File: src/rtl/memory_port_arbiter_pkg.sv
// Shared types and constants for the single-port memory arbiter between
// the instruction-fetch and data-memory requesters.
package memory_port_arbiter_pkg;

   typedef enum logic [1:0] {
      IDLE       = 2'b00,
      BUSY_FETCH = 2'b01,
      BUSY_DATA  = 2'b10
   } arb_state_t;

   localparam logic OWNER_FETCH = 1'b0;
   localparam logic OWNER_DATA  = 1'b1;

   // Width of a counter that must hold 0..limit; a zero limit still needs one bit.
   function automatic int unsigned count_width(input int unsigned limit);
      return (limit > 0) ? $clog2(limit + 1) : 1;
   endfunction

endpackage

File: src/rtl/fetch_data_grant.sv
// Data-priority grant decision with a starvation bound for fetch: after
// STARVE_LIMIT consecutive data grants while fetch waits, fetch wins.
module fetch_data_grant
   import memory_port_arbiter_pkg::*;
#(
   parameter int unsigned STARVE_LIMIT = 4
) (
   input  logic clock,
   input  logic reset,
   input  logic arbitrate,
   input  logic accept,
   input  logic fetch_read,
   input  logic data_request,
   output logic grant_fetch,
   output logic grant_data
);

   localparam int unsigned CW = count_width(STARVE_LIMIT);
   localparam logic [CW-1:0] LIMIT = CW'(STARVE_LIMIT);

   logic [CW-1:0] starve_count;
   logic          fetch_turn;

   assign fetch_turn = (starve_count == LIMIT);

   // NOTE: every output gets a default before any branch, so no latch is inferred.
   always_comb begin
      grant_fetch = 1'b0;
      grant_data  = 1'b0;
      if (arbitrate) begin
         if (fetch_read && (!data_request || fetch_turn)) begin
            grant_fetch = 1'b1;
         end else if (data_request) begin
            grant_data = 1'b1;
         end
      end
   end

   // A grant only counts once the memory actually takes the command.
   // NOTE: sequential state uses non-blocking assignments so all registers update together.
   always_ff @(posedge clock or negedge reset) begin
      if (!reset) begin
         starve_count <= '0;
      end else if (accept) begin
         if (grant_fetch) begin
            starve_count <= '0;
         end else if (grant_data && fetch_read && !fetch_turn) begin
            starve_count <= starve_count + CW'(1);
         end
      end
   end

endmodule

File: src/rtl/memory_port_arbiter.sv
// Shares one single-port memory between fetch and data requesters with one
// transaction in flight; drops fetch responses flushed by the control unit.
module memory_port_arbiter
   import memory_port_arbiter_pkg::*;
#(
   parameter int unsigned ADDRESS_BITS = 20,
   parameter int unsigned DATA_WIDTH   = 32,
   parameter int unsigned STARVE_LIMIT = 4
) (
   input  logic                    clock,
   input  logic                    reset,
   input  logic                    fetch_read,
   input  logic [ADDRESS_BITS-1:0] fetch_address,
   input  logic                    fetch_flush,
   output logic                    fetch_ready,
   output logic                    fetch_valid,
   output logic [DATA_WIDTH-1:0]   fetch_data,
   output logic [ADDRESS_BITS-1:0] fetch_address_out,
   input  logic                    data_read,
   input  logic                    data_write,
   input  logic [ADDRESS_BITS-1:0] data_address,
   input  logic [DATA_WIDTH-1:0]   data_in,
   output logic                    data_ready,
   output logic                    data_valid,
   output logic [DATA_WIDTH-1:0]   data_out,
   output logic [ADDRESS_BITS-1:0] data_address_out,
   output logic                    mem_read,
   output logic                    mem_write,
   output logic [ADDRESS_BITS-1:0] mem_address,
   output logic [DATA_WIDTH-1:0]   mem_wdata,
   input  logic                    mem_ready,
   input  logic                    mem_valid,
   input  logic [DATA_WIDTH-1:0]   mem_rdata
);

   arb_state_t              state, state_next;
   logic [ADDRESS_BITS-1:0] address_q;
   logic                    drop_q, drop_next;
   logic                    arbitrate, grant_fetch, grant_data, winner;
   logic                    deliver_fetch, deliver_data;

   // Gating with reset keeps every command and ready output low while reset is held.
   assign arbitrate = reset && (state == IDLE);
   assign winner    = grant_data ? OWNER_DATA : OWNER_FETCH;

   fetch_data_grant #(
      .STARVE_LIMIT (STARVE_LIMIT)
   ) u_grant (
      .clock        (clock),
      .reset        (reset),
      .arbitrate    (arbitrate),
      .accept       (mem_ready),
      .fetch_read   (fetch_read),
      .data_request (data_read || data_write),
      .grant_fetch  (grant_fetch),
      .grant_data   (grant_data)
   );

   always_comb begin
      state_next  = state;
      drop_next   = drop_q;
      mem_read    = 1'b0;
      mem_write   = 1'b0;
      mem_address = '0;
      mem_wdata   = '0;
      fetch_ready = 1'b0;
      data_ready  = 1'b0;
      unique case (state)
         IDLE: begin
            if (grant_fetch || grant_data) begin
               if (winner == OWNER_DATA) begin
                  mem_address = data_address;
                  data_ready  = mem_ready;
                  // A store wins over a simultaneous load and finishes on acceptance.
                  if (data_write) begin
                     mem_write = 1'b1;
                     mem_wdata = data_in;
                  end else begin
                     mem_read = 1'b1;
                     if (mem_ready) state_next = BUSY_DATA;
                  end
               end else begin
                  mem_address = fetch_address;
                  mem_read    = 1'b1;
                  fetch_ready = mem_ready;
                  if (mem_ready) begin
                     state_next = BUSY_FETCH;
                     drop_next  = fetch_flush;
                  end
               end
            end
         end
         BUSY_FETCH: begin
            if (fetch_flush) drop_next = 1'b1;
            if (mem_valid) begin
               state_next = IDLE;
               drop_next  = 1'b0;
            end
         end
         BUSY_DATA: begin
            if (mem_valid) state_next = IDLE;
         end
         default: state_next = IDLE;
      endcase
   end

   // A flush arriving in the same cycle as the response still drops it.
   assign deliver_fetch = (state == BUSY_FETCH) && mem_valid && !(drop_q || fetch_flush);
   assign deliver_data  = (state == BUSY_DATA) && mem_valid;

   always_ff @(posedge clock or negedge reset) begin
      if (!reset) begin
         state             <= IDLE;
         drop_q            <= 1'b0;
         address_q         <= '0;
         fetch_valid       <= 1'b0;
         fetch_data        <= '0;
         fetch_address_out <= '0;
         data_valid        <= 1'b0;
         data_out          <= '0;
         data_address_out  <= '0;
      end else begin
         state       <= state_next;
         drop_q      <= drop_next;
         fetch_valid <= deliver_fetch;
         data_valid  <= deliver_data;
         if ((state == IDLE) && (state_next != IDLE)) begin
            address_q <= mem_address;
         end
         if (deliver_fetch) begin
            fetch_data        <= mem_rdata;
            fetch_address_out <= address_q;
         end
         if (deliver_data) begin
            data_out         <= mem_rdata;
            data_address_out <= address_q;
         end
      end
   end

endmodule

File: config.mk
export PLATFORM = sky130hd
export DESIGN_NAME = memory_port_arbiter
export DESIGN_NICKNAME = d
export VERILOG_FILES = /design/src/rtl/memory_port_arbiter_pkg.sv /design/src/rtl/fetch_data_grant.sv /design/src/rtl/memory_port_arbiter.sv
export SDC_FILE = /design/constraint.sdc
export NUM_CORES = 1
export LEC_CHECK = 0
export CAP_MARGIN = 10
export CORE_ASPECT_RATIO = 1.5
export CORE_MARGIN = 4
export CORE_UTILIZATION = 41
export CTS_CLUSTER_SIZE = 20
export DETAILED_ROUTE_END_ITERATION = 8
export PLACE_DENSITY_LB_ADDON = 0.1
export REMOVE_ABC_BUFFERS = 1
export SLEW_MARGIN = 30
export SYNTH_ARGS = -nofsm -noshare
export SYNTH_HDL_FRONTEND = slang
export SYNTH_HIERARCHICAL = 1
export SYNTH_SLANG_ARGS = --single-unit
File: constraint.sdc
create_clock -name clock -period 3.35 [get_ports clock]
set_clock_uncertainty 0.1 [all_clocks]
set_input_delay 0.8375 -clock clock [delete_from_list [all_inputs] [get_ports clock]]
set_output_delay 0.8375 -clock clock [all_outputs]
set_load 0.01 [all_outputs]
After elaboration in Yosys (flattened, before gate mapping):

Index checks and enable logic that the tools add are counted.

* bits in registers: 132
* latch bits: 0
* RAM bits: 0
* ROM bits: 0
* word-level logic and storage cells: 82
* memories: 0

* $add $sub $neg: 1
* multipliers: 0
* div/mod/pow operators: 0
* order comparisons: 0
* eq/ne operators: 7
* shifts and indexed selects: 0
* mux-type cells: 42
* bitwise operators: 0
* reductions and logical operators: 22

Operator list (number)
* $mux 32: 4
* $mux 20: 3
* $mux 1: 25
* $mux 2: 6
* $logic_and 1x1->1: 8
* $mux 3: 2
* $reduce_bool 2->1: 3
* $reduce_and 5->1: 1
* $logic_or 1x1->1: 4
* $ne 2x2->1 const B: 2
* $pmux 2 s2: 1
* $add 3x1->3 const B: 1
* $eq 3x3->1 const B: 1
* $logic_not 1->1: 3
* $ne 3x3->1 const B: 1
* $eq 2x1->1 const B: 1
* $eq 2x2->1 const B: 1
* $logic_not 2->1: 1
* $ne 2x1->1 const B: 1
* $pmux 1 s2: 1
* $reduce_and 2->1: 1
* $reduce_or 2->1: 1

Longest topological paths before layout:

Gate-level depths: netlist of run 1.

* depth after elaboration: 12
* gate-level depth with buffers: 10
* gate-level depth less buffers: 9

Cells and area by module:

Netlist of run 1, hierarchy kept.

Modules (own cells, without submodules)
* memory_port_arbiter: times used 1, cells an instance 409, area an instance 5630.4 um^2, seq. area each 3228.1 um^2
* fetch_data_grant: times used 1, cells an instance 23, area an instance 192.7 um^2, seq. area each 75.1 um^2

Worst setup path after synthesis of run 1:

Ideal clock, no wire load.

* path kind: input to output
* start point: input data_write
* end point: output mem_address[12]
* arrival time: 2.178 ns
* slack: 0.235 ns
* stages on the path: 6
* path buffers: 1
* cells stage by stage: or2_2 > a21boi_2 > nor2_1 > clkbuf_1 > nand3b_1 > a21oi_1

* elaborated cells between the ends (all ways): 14
* classes of those cells: mux: 9; reduce/logical: 5

RTL lines
* start, declared: line memory_port_arbiter.sv:20 `input logic data_write,`
* $logic_or 1x1->1: line memory_port_arbiter.sv:54 `.data_request (data_read || data_write),`
* $logic_not 1->1: line fetch_data_grant.sv:31 `if (fetch_read && (!data_request || fetch_turn)) begin`
* $logic_or 1x1->1: line fetch_data_grant.sv:31
* $logic_and 1x1->1: line fetch_data_grant.sv:31
* $mux 1: line fetch_data_grant.sv:31
* $mux 1: line fetch_data_grant.sv:30 `if (arbitrate) begin`
* net grant_fetch: line memory_port_arbiter.sv:39 `logic arbitrate, grant_fetch, grant_data, winner;`
* $logic_or 1x1->1: line memory_port_arbiter.sv:70 `if (grant_fetch || grant_data) begin`
* $mux 20: line memory_port_arbiter.sv:70
* $mux 20: line memory_port_arbiter.sv:68 `unique case (state)`
* end, declared: line memory_port_arbiter.sv:29 `output logic [ADDRESS_BITS-1:0] mem_address,`

The timed path passes the listed nets, and every way through them passes these cells.

Final worst setup path of run 1:

* start point: input data_read
* end point: output mem_address[0]

* longest elaborated chain between the ends: 10
* elaborated cells between the ends (all ways): 14
* classes of those cells: mux: 9; reduce/logical: 5

Ends and longest elaborated chain
* start, declared: line memory_port_arbiter.sv:19 `input logic data_read,`
* $logic_or 1x1->1 (*): line memory_port_arbiter.sv:54
* $logic_not 1->1: line fetch_data_grant.sv:31
* $logic_or 1x1->1: line fetch_data_grant.sv:31
* $logic_and 1x1->1: line fetch_data_grant.sv:31
* $mux 1 (*): line fetch_data_grant.sv:31
* $mux 1 (*): line fetch_data_grant.sv:30
* net grant_data: line memory_port_arbiter.sv:39
* $mux 1: line memory_port_arbiter.sv:44 `assign winner = grant_data ? OWNER_DATA : OWNER_FETCH;`
* $mux 20: line memory_port_arbiter.sv:71 `if (winner == OWNER_DATA) begin`
* $mux 20 (*): line memory_port_arbiter.sv:70
* $mux 20 (*): line memory_port_arbiter.sv:68

The timed path passes the listed nets; every way through them passes the cells marked *.

==> results of run 1 <==
## layout make-up
cell class / instances / share of cell area (%)
Multi-Input combinational cell: 266 / 25.1
Sequential cell: 132 / 33.4
Timing Repair Buffer: 333 / 32.6
Tap cell: 192 / 2.43
Inverter: 10 / 0.379
Antenna cell: 1 / 0.0253
Clock inverter: 14 / 1.77
Clock buffer: 18 / 4.34
## how the worst max path moves through the flow
stage / end / from / cells past startpoint / slack [ns]
detailed placement: mem_address[13] / data_write / 8 / -0.67
global route: mem_address[8] / state[1]$_DFF_PN0_ / 12 / -0.01
finish: mem_address[0] / data_read / 10 / 0.06
CTS: mem_address[7] / data_read / 9 / 0.0009
global placement: mem_read / data_write / 9 / -0.58
floorplan: address_q[0]$_DFFE_PN0P_ / reset / 6 / -1.06
## cells by family after synthesis
group	synth area share (%)
DFF	56.7
muxes	25.4
and+or+nand+nor	9.58
AOI/OAI and AO/OA	3.95
buffers and inverters	3.01
adders and majority gates	1.29
## layout by cell type, fill, tap and decap left out, types with 7 or more instances in the layout
cell type          n
buf_12             9
buf_4             45
clkbuf_16         18
nand2_1           26
buf_2             19
dlygate4sd2_1     30
and2_1            33
nand3b_1          21
inv_1              7
mux2_4            20
clkdlybuf4s50_1  214
mux2_2           101
a21oi_2           20
dfrtp_1          132
## per-stage QoR
| stage | setup slack, ns | TNS [ns] | std cells | cell area [um2] | hold WS [ns] |
|---|---|---|---|---|---|
| global placement | -0.583 | -25.93 | 909 | 9060 | 0.374 |
| global route | -0.0147 | -0.0836 | 966 | 9900 | 0.411 |
| detailed placement | -0.673 | -28.29 | 909 | 9060 | 0.379 |
| finish | 0.0586 | 0 | 966 | 9900 | 0.392 |
| floorplan | -1.06 | -65.31 | 408 | 5690 | 0.372 |
| CTS | 0.000892 | 0 | 954 | 9800 | 0.398 |
## sequential cells by signal, summed over array words and instances (netlist names)
| register | cells |
|---|---|
| data_out | 32 |
| fetch_data | 32 |
| address_q | 20 |
| data_address_out | 20 |
| fetch_address_out | 20 |
| u_grant/starve_count | 3 |
| state | 2 |
| data_valid | 1 |
| drop_q | 1 |
| fetch_valid | 1 |
## repair_timing
action	4_1_cts	5_1_grt
setup buffers	11	11
endpoints found under the hold margin	0	0
resized for setup	147	23
endpoints found under the setup margin	56	46
cloned	2	1
pin swaps	7	13
## power breakdown
group | leakage (nW) | switching, mW | internal [mW]
Sequential | 1.74 | 0.345 | 2.21
Clock | 0.288 | 0.708 | 1.18
Combinational | 2.59 | 1.30 | 1.99
## metal layers
layer | up-vias | wire length, um | global-route usage (%)
met4 | 0 | 496 | 8.19
met1 | 2281 | 6150 | 23.4
met2 | 213 | 9320 | 37.1
met5 | - | 0 | 0
met3 | 26 | 1420 | 7.27
li1 | 2157 | - | -
==> impl_metrics.json, run 1 <==
{
  "final_util_pct": 70.7,
  "critPathMostFrequentCell": "buf_6",
  "hold-path-cell-count": 1,
  "setup_viol": 0,
  "cp_num_buf_inv": 5,
  "worst_slew_pin_slew_ns": 0.836,
  "netlist.top_cell.by_area": "dfrtp_1",
  "crit_type": "input port to output port",
  "cts_root_buffer": "clkbuf_16",
  "min_from": "fetch_address_out[8]$_DFFE_PN0P_",
  "slowest_delay_ns": 0.25,
  "finalHoldViolations": 0,
  "cts-hold-fix-buffers": 0,
  "cts_sinks": 132,
  "cp_data_required_time_ns": 2.41,
  "grt_max_degree": 68,
  "syn_avg_cell_area_um2": 13.5,
  "reg2reg_slack_ns": 0.18,
  "grt_pass1_wl_um": 26800,
  "ios": 274,
  "slew_headroom_pct": 44.3,
  "synth_commonest_cells": "dfrtp_1 (132), mux2_2 (101), and2_1 (34)",
  "wl_per_cell_um": 18.0,
  "endpoint_kind": "output port",
  "dr.pass1.iters": 4,
  "cts_buffers": 17,
  "yosysTopAreaCellShare_pct": 56.7,
  "synth_warnings": 6,
  "fmax_ghz": 0.304,
  "status": "finished clean",
  "leakage_nw": 4.62,
  "num_vias": 4677,
  "n_fill_cell": 1012,
  "route.detailed.drc": 0,
  "place.gp.congestion": 0.803,
  "drt_iter0_drc": 145,
  "async_flop_share_pct": 100,
  "drive_gt1_share_pct": 34.9,
  "synth_area_leaders": "dfrtp_1 (57%), mux2_2 (20%), mux2_4 (5.2%), and2_1 (3.7%), nand3b_1 (2.7%)",
  "netlist_area_um2": 5820,
  "path_max_fanout": 7,
  "worstPathCellList": "dlygate4sd2_1 -> or2_4 -> nand2_4 -> a31oi_4 -> buf_6 -> buf_6 -> clkbuf_16 -> nand3b_1 -> a21oi_2 -> buf_2",
  "track_usage_pct": 21.2,
  "dp_hpwl_um": 12200,
  "p_per_area_nw_per_um2": 781,
  "cts_tree": "done",
  "final_max_slew_viol_count": 0,
  "nets": 878,
  "synth_seq_area_share_pct": 56.7,
  "gr-total-overflow": 0,
  "syn_inst": 432,
  "rows": 53,
  "peakVddDrop_uv": 410,
  "dieArea_um2": 16200,
  "grt_pass1_vias": 4977,
  "critPathLaunchType": "input port",
  "yosysUniqueCellTypes": 35,
  "ant_nets": 0,
  "area_growth_pct": 69.9,
  "seq_area_um2": 3300,
  "start_util_pct": 41.6,
  "vias_per_cell": 4.84,
  "antenna_found_initial": 1,
  "rr_startpoint": "state[0]$_DFF_PN0_",
  "total_power_mw": 7.73,
  "max_cap_viol_count": 0,
  "hold_end": "fetch_address_out[8]$_DFFE_PN0P_",
  "min_period_over_period_pct": 98.2,
  "drt_wl_total_um": 17400,
  "clk_pin_slew_ns": 0.06,
  "cp_slowest_cell": "or2_4",
  "crit_family": "buffers and inverters",
  "hold_class": "flop to flop",
  "insertion_delay_ns": 0.41,
  "multi_input_area_um2": 2480,
  "arrival_ns": 2.35,
  "ys.flop_type": "dfrtp_1",
  "core_um2": 14000,
  "synth_seq_cells": 132,
  "min_period_ns": 3.29,
  "r2r_end": "address_q[8]$_DFFE_PN0P_",
  "cts_buffer_depth": 2,
  "yosysMostFrequentCell": "dfrtp_1",
  "io_buffers": 273,
  "synth_edf_count": 0,
  "htree_levels": 4,
  "die_y_um": 154,
  "ff2ff_path_depth": 17,
  "chipWidth_um": 105
}
No activity file was read; power rests on OpenSTA's default activity.
==> inputs of run 2 (changes only) <==
- CORE_ASPECT_RATIO: 1.5 -> unset
- RECOVER_POWER: unset -> 25
==> run 2 against run 1 <==
Compared with the run above: wire length is 3.3% lower; global-route usage down 0.20 points; die area down 0.24%; combinational power decreased by 2%; design area down 0.70%; sequential cell count is the same; hold slack gained 0.0050 ns; non-clock buffer count decreased by 3; the run now ends with max-capacitance violations, max-slew violations left; highest routed layer unchanged; critical path depth decreased by 1; maximum frequency is 0.70% lower.
==> impl_metrics.json, run 2 (synthesis results as in run 1) <==
{
  "final_common_cell": "clkdlybuf4s50_1",
  "largestRegisters": "data_out x32, fetch_data x32",
  "grt_pass1_vias": 4911,
  "hold_end": "fetch_address_out[9]$_DFFE_PN0P_",
  "antenna_found_initial": 0,
  "core_um2": 13900,
  "crit_family": "buffers and inverters",
  "hold-path-cell-count": 1,
  "reg2reg_slack_ns": 0.10,
  "setup_viol": 0,
  "finalNonFillerCells": 950,
  "n_fill_cell": 970,
  "insertion_delay_ns": 0.40,
  "drt_iter0_drc": 194,
  "clk_pin_slew_ns": 0.05,
  "cp_slowest_cell": "or2_4",
  "leakage_nw": 4.63,
  "track_usage_pct": 20.9,
  "chipWidth_um": 127,
  "worstPathCellList": "dlygate4sd2_1 -> or2_4 -> nand2_2 -> a31oi_4 -> buf_4 -> buf_12 -> nand3b_1 -> a21oi_2 -> clkdlybuf4s15_2",
  "antennaDiodeCount": 0,
  "route.detailed.drc": 0,
  "dr.pass1.iters": 4,
  "r2r_end": "address_q[11]$_DFFE_PN0P_",
  "cts_buffer_depth": 2,
  "htree_levels": 4,
  "start_util_pct": 42.0,
  "rr_startpoint": "state[1]$_DFF_PN0_",
  "finalHoldViolations": 0,
  "min_period_ns": 3.31,
  "cts_tree": "done",
  "endpoint_kind": "output port",
  "grt_max_degree": 69,
  "ios": 274,
  "wl_per_cell_um": 17.7,
  "slew_headroom_pct": -4.23,
  "final_util_pct": 70.8,
  "dp_hpwl_um": 12100,
  "ant_nets": 0,
  "min_from": "fetch_address_out[9]$_DFFE_PN0P_",
  "max_cap_viol_count": 1,
  "cts_root_buffer": "clkbuf_16",
  "final_max_slew_viol_count": 66,
  "rows": 43,
  "die_y_um": 127,
  "peakVddDrop_uv": 389,
  "hold_class": "flop to flop",
  "final_cell_mix": "clkdlybuf4s50_1 (211), dfrtp_1 (131), mux2_2 (101)",
  "violations": "max-capacitance violations, max-slew violations",
  "place_ws_ns": -0.623,
  "critPathLaunchType": "input port",
  "path_max_fanout": 32,
  "drive_gt1_share_pct": 34.4,
  "crit_type": "input port to output port",
  "dieArea_um2": 16200,
  "nets": 875,
  "status": "finished, violations left",
  "cts-hold-fix-buffers": 0,
  "io_buffers": 273,
  "cts_buffers": 17,
  "area_growth_pct": 68.8,
  "arrival_ns": 2.38,
  "num_vias": 4640,
  "dp.cells": 902,
  "cp_num_buf_inv": 4,
  "fin_hold_ws_ns": 0.397,
  "fmax_ghz": 0.302,
  "grt_pass1_wl_um": 26400,
  "ff2ff_path_depth": 17,
  "cp_data_required_time_ns": 2.41,
  "gr-total-overflow": 0,
  "worst_slew_pin_slew_ns": 1.56,
  "worst_slack_ns": 0.0355,
  "p_per_area_nw_per_um2": 797,
  "dpl_cell_area_um2": 9060,
  "cts_sinks": 132,
  "multi_input_area_um2": 2470,
  "slowest_delay_ns": 0.24,
  "vias_per_cell": 4.88,
  "seq_area_um2": 3300,
  "final_area_um2": 9830,
  "drt_wl_total_um": 16800,
  "min_period_over_period_pct": 98.9,
  "place.gp.congestion": 0.897
}
run 2: cell count changes in the layout (fill, tap and decap cells not counted), moves of 2 or more:
cell,delta
buf_6,-2
clkdlybuf4s15_1,-6
clkbuf_1,+2
buf_12,-4
dlygate4sd2_1,+6
inv_6,-3
clkbuf_2,+3
clkdlybuf4s50_1,-3
clkinvlp_4,-2
bufinv_16,+2
clkbuf_8,+3
dlygate4sd3_1,+2
run 2: how the worst max path moves through the flow:
| stage | slack [ns] | end | startpoint | cells past startpoint |
|---|---|---|---|---|
| CTS | 0.02 | mem_address[17] | state[1]$_DFF_PN0_ | 12 |
| global placement | -0.61 | mem_address[19] | data_write | 8 |
| global route | -0.02 | mem_address[2] | state[1]$_DFF_PN0_ | 11 |
| detailed placement | -0.62 | mem_address[18] | data_write | 8 |
| finish | 0.04 | mem_address[2] | data_read | 9 |
| floorplan | -1.06 | address_q[0]$_DFFE_PN0P_ | reset | 6 |
run 2: final cells by class:
cell class	count	share of cell area [%]
Clock buffer	21	4.79
Clock inverter	11	2.01
Inverter	10	0.382
Multi-Input combinational cell	266	25.2
Sequential cell	132	33.6
Tap cell	180	2.29
Timing Repair Buffer	330	31.7
run 2: repair_timing:
action / in CTS / in global routing
resized for setup: 152 / 8
gates cloned: 2 / 0
setup endpoints to repair: 56 / 52
pin swaps: 4 / 8
setup buffers: 11 / 5
run 2: metrics by stage:
stage | setup TNS [ns] | total power [mW]
floorplan | -65.31 | 3.89
global placement | -25.79 | 5.67
detailed placement | -27.78 | 5.79
CTS | 0 | 7.90
global route | -0.0746 | 8.24
finish | 0 | 7.83
run 2: metal layers:
metal	track usage [%]	vias up	wire, um
met5	0	-	0
met4	6.62	0	276
met3	6.73	17	1170
met2	35.3	171	8510
met1	25.7	2297	6850
li1	-	2155	-
run 2: power breakdown:
group,internal [mW],total [mW],switching [mW]
logic,1.94,3.21,1.27
registers,2.21,2.56,0.351
clock network,1.39,2.05,0.668
total,5.54,7.83,2.29
